### src/rtl/alu_op_sequencer.sv
// Hardwired control sequencer for ALU instructions: fetch in T0-T2, execute in T3-T6.
// Moore FSM; strobes come from the state register plus the held IR fields.
module alu_op_sequencer #(
  parameter int DATA_W    = 32,
  parameter int REG_CNT   = 16,
  parameter int REG_IDX_W = 4,
  parameter int AUTO_RUN  = 0
) (
  input  logic               Clock,
  input  logic               Clear,
  input  logic               Start,
  input  logic               Mem_Ready,
  input  logic [DATA_W-1:0]  IR,
  output logic               PC_Out,
  output logic               MDR_Out,
  output logic               ZLO_Out,
  output logic               ZHI_Out,
  output logic               PC_In,
  output logic               MAR_In,
  output logic               MDR_In,
  output logic               IR_In,
  output logic               Y_In,
  output logic               ZLO_In,
  output logic               ZHI_In,
  output logic               LO_In,
  output logic               HI_In,
  output logic               IncPC,
  output logic               Read,
  output logic [REG_CNT-1:0] Rout,
  output logic [REG_CNT-1:0] Rin,
  output logic [4:0]         CONTROL,
  output logic               Busy,
  output logic               Done,
  output logic               Illegal
);

  localparam logic [3:0] S_IDLE = 4'd0;
  localparam logic [3:0] S_T0   = 4'd1;
  localparam logic [3:0] S_T1   = 4'd2;
  localparam logic [3:0] S_T2   = 4'd3;
  localparam logic [3:0] S_T3   = 4'd4;
  localparam logic [3:0] S_T4   = 4'd5;
  localparam logic [3:0] S_T5   = 4'd6;
  localparam logic [3:0] S_T6   = 4'd7;
  localparam logic [3:0] S_DONE = 4'd8;
  localparam logic [3:0] S_ERR  = 4'd9;

  localparam logic [REG_CNT-1:0] ONE = {{(REG_CNT-1){1'b0}}, 1'b1};

  logic [3:0]           state_q, state_d;
  logic [4:0]           opcode;
  logic [REG_IDX_W-1:0] ra, rb, rc;
  logic [4:0]           aluCtrl;
  logic                 opLegal, isUnary, isMulDiv;
  logic                 raOk, rbOk, rcOk, illegalOp;
  logic                 unused_ir_bits;

  assign opcode         = IR[31:27];
  assign ra             = IR[26 -: REG_IDX_W];
  assign rb             = IR[22 -: REG_IDX_W];
  assign rc             = IR[18 -: REG_IDX_W];
  assign unused_ir_bits = ^IR[14:0];

  function automatic logic [REG_CNT-1:0] oneHot(input logic [REG_IDX_W-1:0] idx);
    return ONE << idx;
  endfunction

  always_comb begin
    aluCtrl  = 5'b00000;
    opLegal  = 1'b1;
    isUnary  = 1'b0;
    isMulDiv = 1'b0;
    case (opcode)
      5'b00011: aluCtrl = 5'b00011;
      5'b00100: aluCtrl = 5'b00100;
      5'b00101: aluCtrl = 5'b00101;
      5'b00110: aluCtrl = 5'b00110;
      5'b01111: begin aluCtrl = 5'b01111; isMulDiv = 1'b1; end
      5'b10000: begin aluCtrl = 5'b10000; isMulDiv = 1'b1; end
      5'b10001: begin aluCtrl = 5'b01011; isUnary  = 1'b1; end
      5'b10010: begin aluCtrl = 5'b01100; isUnary  = 1'b1; end
      default:  opLegal = 1'b0;
    endcase
  end

  // Only the register fields an opcode actually uses may make it illegal.
  assign raOk      = 32'(ra) < REG_CNT;
  assign rbOk      = 32'(rb) < REG_CNT;
  assign rcOk      = 32'(rc) < REG_CNT;
  assign illegalOp = !opLegal || !rbOk || (!isMulDiv && !raOk) || (!isUnary && !rcOk);

  always_comb begin
    state_d = S_IDLE;
    case (state_q)
      S_IDLE: state_d = Start ? S_T0 : S_IDLE;
      S_T0:   state_d = S_T1;
      S_T1:   state_d = Mem_Ready ? S_T2 : S_T1;
      S_T2:   state_d = S_T3;
      S_T3:   state_d = illegalOp ? S_ERR : S_T4;
      S_T4:   state_d = S_T5;
      S_T5:   state_d = isMulDiv ? S_T6 : S_DONE;
      S_T6:   state_d = S_DONE;
      S_DONE: state_d = ((AUTO_RUN != 0) || Start) ? S_T0 : S_IDLE;
      S_ERR:  state_d = S_IDLE;
      default: state_d = S_IDLE;
    endcase
  end

  always_ff @(posedge Clock) begin
    if (!Clear) state_q <= S_IDLE;
    else        state_q <= state_d;
  end

  always_comb begin
    PC_Out  = 1'b0; MDR_Out = 1'b0; ZLO_Out = 1'b0; ZHI_Out = 1'b0;
    PC_In   = 1'b0; MAR_In  = 1'b0; MDR_In  = 1'b0; IR_In   = 1'b0;
    Y_In    = 1'b0; ZLO_In  = 1'b0; ZHI_In  = 1'b0; LO_In   = 1'b0;
    HI_In   = 1'b0; IncPC   = 1'b0; Read    = 1'b0;
    Rout    = '0;   Rin     = '0;   CONTROL = 5'b00000;
    Done    = 1'b0; Illegal = 1'b0;
    Busy    = (state_q != S_IDLE);
    case (state_q)
      S_T0: begin PC_Out = 1'b1; MAR_In = 1'b1; IncPC = 1'b1; ZLO_In = 1'b1; end
      S_T1: begin ZLO_Out = 1'b1; PC_In = 1'b1; Read = 1'b1; MDR_In = 1'b1; end
      S_T2: begin MDR_Out = 1'b1; IR_In = 1'b1; end
      S_T3: begin
        if (!illegalOp) begin
          Rout = oneHot(rb);
          Y_In = 1'b1;
        end
      end
      S_T4: begin
        CONTROL = aluCtrl;
        ZLO_In  = 1'b1;
        if (!isUnary) Rout = oneHot(rc);
        if (isMulDiv) ZHI_In = 1'b1;
      end
      S_T5: begin
        ZLO_Out = 1'b1;
        if (isMulDiv) LO_In = 1'b1;
        else          Rin = oneHot(ra);
      end
      S_T6:   begin ZHI_Out = 1'b1; HI_In = 1'b1; end
      S_DONE: Done = 1'b1;
      S_ERR:  Illegal = 1'b1;
      default: ;
    endcase
  end

endmodule
### config.mk
export PLATFORM = sky130hd
export DESIGN_NAME = alu_op_sequencer
export DESIGN_NICKNAME = d
export VERILOG_FILES = /design/src/rtl/alu_op_sequencer.sv
export SDC_FILE = /design/constraint.sdc
export NUM_CORES = 1
export LEC_CHECK = 0
export CAP_MARGIN = 20
export CORE_ASPECT_RATIO = 1.1
export CORE_MARGIN = 2
export CORE_UTILIZATION = 30
export CTS_CLUSTER_SIZE = 8
export DETAILED_ROUTE_END_ITERATION = 7
export GPL_ROUTABILITY_DRIVEN = 0
export PLACE_DENSITY = 0.77
export REMOVE_ABC_BUFFERS = 1
export SETUP_SLACK_MARGIN = 0.1
export SKIP_LAST_GASP = 1
export SYNTH_ARGS = -nofsm -noshare
export SYNTH_HDL_FRONTEND = slang
export SYNTH_SLANG_ARGS = --single-unit
### constraint.sdc
create_clock -name Clock -period 2.8 [get_ports Clock]
set_clock_uncertainty 0.15 [all_clocks]
set_input_delay 0.84 -clock Clock [delete_from_list [all_inputs] [get_ports Clock]]
set_output_delay 0.84 -clock Clock [all_outputs]
set_load 0.05 [all_outputs]
# == Word-level counts from Yosys, hierarchy flattened ==
# Cells that the tools add are included.
# op_classes
eq_ne,17
shift,3
mux,28
n_reduce_logical,8
# ops
operator,n
2-to-1 mux 16 bit,4
"<< shifter 1 x 4 -> 16 bit, first input constant",3
case mux 5 bit (8 select lines),1
case mux 16 bit (2 select lines),1
case mux 4 bit (8 select lines),1
2-to-1 mux 1 bit,18
"== test 4 x 3 -> 1 bit, second input constant",4
"== test 5 x 3 -> 1 bit, second input constant",3
"== test 5 bit, second input constant",3
OR reduction 2 bit,5
"== test 4 x 2 -> 1 bit, second input constant",2
"== test 4 bit, second input constant",2
2-to-1 mux 4 bit,2
OR reduction 8 bit,1
"== test 5 x 2 -> 1 bit, second input constant",1
"== test 5 x 4 -> 1 bit, second input constant",1
2-to-1 mux 5 bit,1
"== test 4 x 1 -> 1 bit, second input constant",1
logical NOT 4 bit,1
nonzero test 4 bit,1
# word_totals
regBits,4
inputBits,36
out_inout_bits,55
elab_cells,57

# == Logic depth before layout (Yosys ltp) ==
# Gate-level depths: netlist of the first run.
# logic_depth
word_depth,5
ltp_mapped,6
ltp_nobuf,4

# == Worst setup path before layout of the first run ==
# No wires, ideal clock.
# synth_timing
path_type,input to output
from,in IR[27]
to,out Rin[0]
arrival_time_ps,2864
required_ps,1810
path_slack_ps,-1054
cell_stages,5
path_buffers,1
cell_sequence,buf_6 nand2_1 o22ai_1 or4b_1 nor3_1
# synth_between
elab_chain_len,5
# synth_lines
element,line,rtl
from (decl),13,"input logic [DATA_W-1:0] IR,"
== test 5 bit or == test 5 x 4 -> 1 bit (tied branches),73,case (opcode)
OR reduction 2 bit (no source line) *,-,
2-to-1 mux 1 bit *,73,
2-to-1 mux 16 bit *,140,if (isMulDiv) LO_In = 1'b1;
2-to-1 mux 16 bit *,122,case (state_q)
to (decl),30,"output logic [REG_CNT-1:0] Rin,"
# Mark *: on every way between the ends. The rest lies on a longest branch, timed or not.

# == Worst setup path after layout of the first run ==
# layout_timing
from,in IR[30]
to,out Rin[7]
# Same word-level chain as after synthesis.

==> out/results.ini, run 1 <==
[cts]
tritoncts = built
cts_made_buffers = 3
clockRootBuffer = clkbuf_8
cts_sinks = 4
htreeDepth = 1
cts_buffer_depth = 2
path_clk_slew_ns = 0.03
clk_latency_ns = 0.22

[power_and_ir_drop]
p_per_area_mw_per_mm2 = 178
p_leak_nw = 1.25
irDropWorstVdd_mv = 0.312

[global_routing]
antenna_found_initial = 0
grt_pass1_vias = 1947
grt_overflow = 0
grt_pass1_wl_um = 9430
grt_max_degree = 11
grtUsageTotal_pct = 28.2

[logic_synthesis]
synth_edf_count = 0
avgSynthCellArea_um2 = 6.26
yosys_most_used_dff = dfxtp_1
yosysWarnings = 0
ys_ff_latch = 4
async_flop_share_pct = 0
ys_seq_area_share_pct = 7.06
netlist_area_mm2 = 0.00113
synth_top_area_share_pct = 9.27
yosys.area.top_type = nand2_1
synthTopCellsByArea = nand2_1 9.3%, nor2_1 7.6%, dfxtp_1 7.1%, nand2b_1 5.5%, nor3_1 5.3%
yosysUniqueCellTypes = 40
postSynthCellCount = 181

[sta]
fmax_mhz = 308
tightest_slew_ns = 0.453
setup_slack_ns = -0.446
setup_viol = 40
slew_headroom_pct = 69.6
period_needed_ns = 3.25
whs_ns = 0.528
timing.final.crit_share_pct = 116
rsz0062_at_grt = true
slew_violations = 0
hold_violations = 0

[worst_setup_path]
crit_fanout = 5
crit_arrival_ns = 2.26
cp_top_family = simple AND/OR/NAND/NOR gates
r2r-start = state_q[0]
reg2regPathDepth = 4
cp_cell_sequence = buf_8 > or4b_4 > o22a_4 > nand4b_1 > nor2_1 > buf_6
r2r-end = state_q[3]
cp.required_ns = 1.81
rrSetupSlack_ns = 1.20
slowest_delay_ns = 0.56
crit_path_end_kind = output pin
path_buf_inv = 2
path_class = input pin to output pin
crit_slowest_cell = or4b_4
cp-start-kind = input pin

[die]
initial_core_util_pct = 31.3
fp.dieArea_mm2 = 0.00429
coreArea_mm2 = 0.00363
die_x_um = 62.6
rows = 23
fp.dieH_um = 68.5
io_pins = 91

[final_layout]
n_antenna_cell = 0
num-nets-final = 336
reg_top3 = state_q (4)
drive_gt1_share_pct = 65.1
mostFrequentLayoutCell = buf_4
top_register = state_q
stdcell_count = 348
fillers = 210
post-route-util_pct = 83.0
syn_to_final_growth_pct = 166
largest_reg_flops = 4
layout_common_cells = 55 x buf_4, 39 x buf_6, 17 x nor2_1, 17 x buf_12, 15 x nand2_1
postLayoutCellArea_mm2 = 0.00301

[hold_path]
min_from = state_q[0]
hold_path.class = flip-flop to flip-flop
hold_depth = 2
min_to = state_q[1]

[run]
max_cap_viol_count = 0

[routing]
ant_nets = 0
avgViaCountPerCell = 5.58
num_vias = 1941
firstDrtPassIters = 4
drtIter0Drc = 131
routed_wl_um = 6630
drt-wirelength-per-cell_um = 19.0
drc = 0

[placement]
portBuffers = 75
placed_area_mm2 = 0.00226
hpwl_um = 3670
dp.cells = 338

[outcome]
status = finished, violations left
violations = negative setup slack

==> per-layer routing <==
metal	vias up	track usage, %	routed length, um	share of wire (%)
met5	-	0	0	0
li1	871	-	-	-
met2	101	54.8	3570	54
met4	0	16.9	360	5.4
met1	929	29.3	2340	35
met3	40	4.28	357	5.4
==> worst register-to-register path, cell delays in order (launching register included) <==
cell and delay [ns]:
dfxtp_1 0.37, or2_2 0.37, o21ai_0 0.19, nand2_1 0.12
a2111oi_0 0.29
==> cell usage after synthesis, types with 3 or more instances <==
library cell and n:
nor3b_1 4, nand3_1 9, buf_6 3, o21ai_0 11
nor2_1 23, nand3b_1 3, a2111oi_2 4, nand2b_1 10
dfxtp_1 4, nor2b_1 4, a21oi_1 8, nand4_1 3
o31ai_1 4, buf_4 8, o21ai_1 4, inv_1 8
mux2i_1 3, nor3_1 12, nand2_1 28, buf_2 4
==> repair_timing <==
item | 4_1_cts | 5_1_grt
cloned | 2 | 0
buffers inserted | 2 | 3
pin swaps | 30 | 16
setup endpoints to repair | 40 | 40
hold buffers | 0 | 0
gates resized for setup | 147 | 40
==> kinds of logic after synthesis <==
| family | Yosys count | share of synthesized area, % |
|---|---|---|
| simple gates | 107 | 50.0 |
| buf+inv | 25 | 13.4 |
| compound gates | 39 | 24.6 |
| xor+xnor | 3 | 2.32 |
| flops | 4 | 7.06 |
| mux | 3 | 2.65 |
==> per-stage QoR <==
stage,setup TNS [ns],worst slack (ns),total power [mW]
global route,-16.76,-0.488,0.559
floorplan,-35.96,-1.81,0.191
CTS,-13.80,-0.458,0.499
detailed placement,-31.70,-0.886,0.332
global placement,-30.74,-0.843,0.326
finish,-15.03,-0.446,0.536
==> final cells by class <==
cell class | count | area, um^2 | share of cell area (%)
flip-flops and latches | 4 | 80.1 | 2.66
well taps | 50 | 62.6 | 2.08
repair buffers | 131 | 1410 | 46.9
inverters | 8 | 33.8 | 1.12
multi-input cells | 152 | 1380 | 45.9
clock buffers | 3 | 41.3 | 1.37
==> worst max path at each step <==
stage | start | end | slack, ns | cells past startpoint
floorplan | state_q[1] | MDR_In | -1.81 | 2
global placement | IR[31] | Rin[0] | -0.84 | 6
detailed placement | IR[28] | Rout[13] | -0.89 | 8
CTS | IR[30] | Rin[6] | -0.46 | 6
global route | IR[30] | Rin[7] | -0.49 | 6
finish | IR[30] | Rin[7] | -0.45 | 6
==> where the power goes <==
part           internal (mW)  total [mW]  leakage, nW  switching (mW)
Sequential            0.0607      0.0666       0.0326         0.00582
Clock                 0.0919       0.125       0.0216          0.0334
Combinational          0.139       0.345         1.20           0.205
Total                  0.292       0.536         1.25           0.244
(Power assumes the default switching activity.)
==> inputs of run 2 (changes only) <==
GPL_TIMING_DRIVEN = 0   (was not set)
==> run 2 against run 1 <==
  * The flow still finishes with violations (negative setup slack)
  * Register-to-register slack about the same
  * Die area unchanged
  * Hold slack got worse by 0.043 ns
  * Critical path depth increased by 1
  * Via count decreased by 14%
  * Core utilization decreased by 18 points
  * Count of clock-buffer cells in the layout unchanged
  * First-iteration DRC count decreased by 54%
  * Power decreased by 15%
  * Final cell count decreased by 11%
  * Non-clock buffer count decreased by 38
  * Fmax decreased by 0.26%
  * Critical endpoint is now Rin[0]
  * Highest routed layer unchanged
==> out/results.ini, run 2 (same netlist as run 1, synthesis figures left out) <==
[sta]
setup_slack_ns = -0.454
timing.final.crit_share_pct = 116
period_needed_ns = 3.25
hold_violations = 0
slew_violations = 0
tightest_slew_ns = 0.497
fmax_mhz = 307
setup_viol = 40
slew_headroom_pct = 67.0
whs_ns = 0.485
rsz0062_at_grt = true

[outcome]
violations = negative setup slack
status = finished, violations left

[cts]
clockRootBuffer = clkbuf_8
cts_sinks = 4
cts_made_buffers = 3
cts.hold.buffers_added = 0
tritoncts = built
clk_latency_ns = 0.22
path_clk_slew_ns = 0.03
htreeDepth = 1
cts_buffer_depth = 2

[routing]
firstDrtPassIters = 4
drt-wirelength-per-cell_um = 14.6
drtIter0Drc = 60
routed_wl_um = 4520
num_vias = 1660
ant_nets = 0
drc = 0
avgViaCountPerCell = 5.35

[die]
rows = 23
coreArea_mm2 = 0.00363
io_pins = 91
die_x_um = 62.6
fp.dieH_um = 68.5
initial_core_util_pct = 31.3
fp.dieArea_mm2 = 0.00429

[final_layout]
num-nets-final = 298
mostFrequentLayoutCell = buf_6
syn_to_final_growth_pct = 109
top_register = state_q
layout_common_cells = 37 x buf_6, 26 x nand2_1, 20 x buf_4
reg_top3 = state_q (4)
largest_reg_flops = 4
post-route-util_pct = 65.3
drive_gt1_share_pct = 51.2
n_antenna_cell = 0

[worst_setup_path]
crit_fanout = 4
crit_arrival_ns = 2.26
crit_path_end_kind = output pin
cp-start-kind = input pin
cp.required_ns = 1.81
path_class = input pin to output pin

[placement]
hpwl_um = 2870
portBuffers = 75

[global_routing]
grtUsageTotal_pct = 19.7
grt_pass1_wl_um = 6910
grt_max_degree = 13
grt_overflow = 0
antenna_found_initial = 0
grt_pass1_vias = 1581

[run]
max_cap_viol_count = 0

[power_and_ir_drop]
p_per_area_mw_per_mm2 = 193
p_leak_nw = 0.927
irDropWorstVdd_mv = 0.280

[hold_path]
hold_path.class = flip-flop to flip-flop

[run 2: critical path: stages]
cell and delay, ns:
buf_12 0.10, buf_4 0.13, nand3b_1 0.14, o22ai_2 0.11
or4b_4 0.56, nor3_2 0.15, buf_4 0.22
[run 2: through the flow]
| stage | total power [mW] | worst slack [ns] | TNS [ns] | area [um^2] | std cells |
|---|---|---|---|---|---|
| 2_1_floorplan | 0.191 | -1.81 | -35.96 | 1010 | 164 |
| 3_3_place_gp | 0.278 | -2.03 | -66.99 | 1830 | 289 |
| 3_5_place_dp | 0.279 | -2.05 | -67.42 | 1830 | 289 |
| 4_1_cts | 0.440 | -0.447 | -13.86 | 2270 | 309 |
| 5_1_grt | 0.478 | -0.497 | -16.16 | 2370 | 310 |
| 6_report | 0.457 | -0.454 | -14.08 | 2370 | 310 |
[run 2: worst paths after layout]
kind | start | end | slack, ns | cells past startpoint
setup / recovery | IR[29] | Rin[0] | -0.45 | 7
hold / removal | state_q[1] | state_q[3] | 0.48 | 2
setup reg to reg | state_q[3] | state_q[0] | 1.19 | 4
hold reg to reg | state_q[1] | state_q[3] | 0.48 | 2
[run 2: cell type report]
class                   instances  area [um^2]
fillers                       302         1260
repair buffers                 93          931
multi-input cells             152         1220
flip-flops and latches          4         81.3
inverters                       8         30.0
clock buffers                   3         41.3
well taps                      50         62.6
[run 2: layer usage]
| metal | vias to the layer above | routed length, um | track usage (%) | share of wire [%] |
|---|---|---|---|---|
| met1 | 798 | 1860 | 21.7 | 41 |
| met2 | 54 | 2360 | 38.3 | 52 |
| met4 | 0 | 108 | 9.72 | 2.4 |
| met5 | - | 0 | 0 | 0 |
| met3 | 12 | 188 | 2.30 | 4.2 |
| li1 | 796 | - | - | - |
[run 2: power breakdown]
part | switching [mW] | internal, mW | total (mW)
logic | 0.170 | 0.0962 | 0.266
registers | 0.00796 | 0.0608 | 0.0688
clock network | 0.0304 | 0.0917 | 0.122
[run 2: timing repair]
| item | in CTS | in global routing |
|---|---|---|
| setup buffers | 17 | 1 |
| endpoints found under the setup margin | 55 | 51 |
| pin swaps | 17 | 11 |
| hold endpoints to repair | 0 | 0 |
| resized for setup | 411 | 52 |
==> inputs of run 3 (changes only) <==
CTS_CLUSTER_DIAMETER = 150   (was not set)
==> results of run 3 <==
No change in the layout: final DEF, timing and power equal those of run 2.
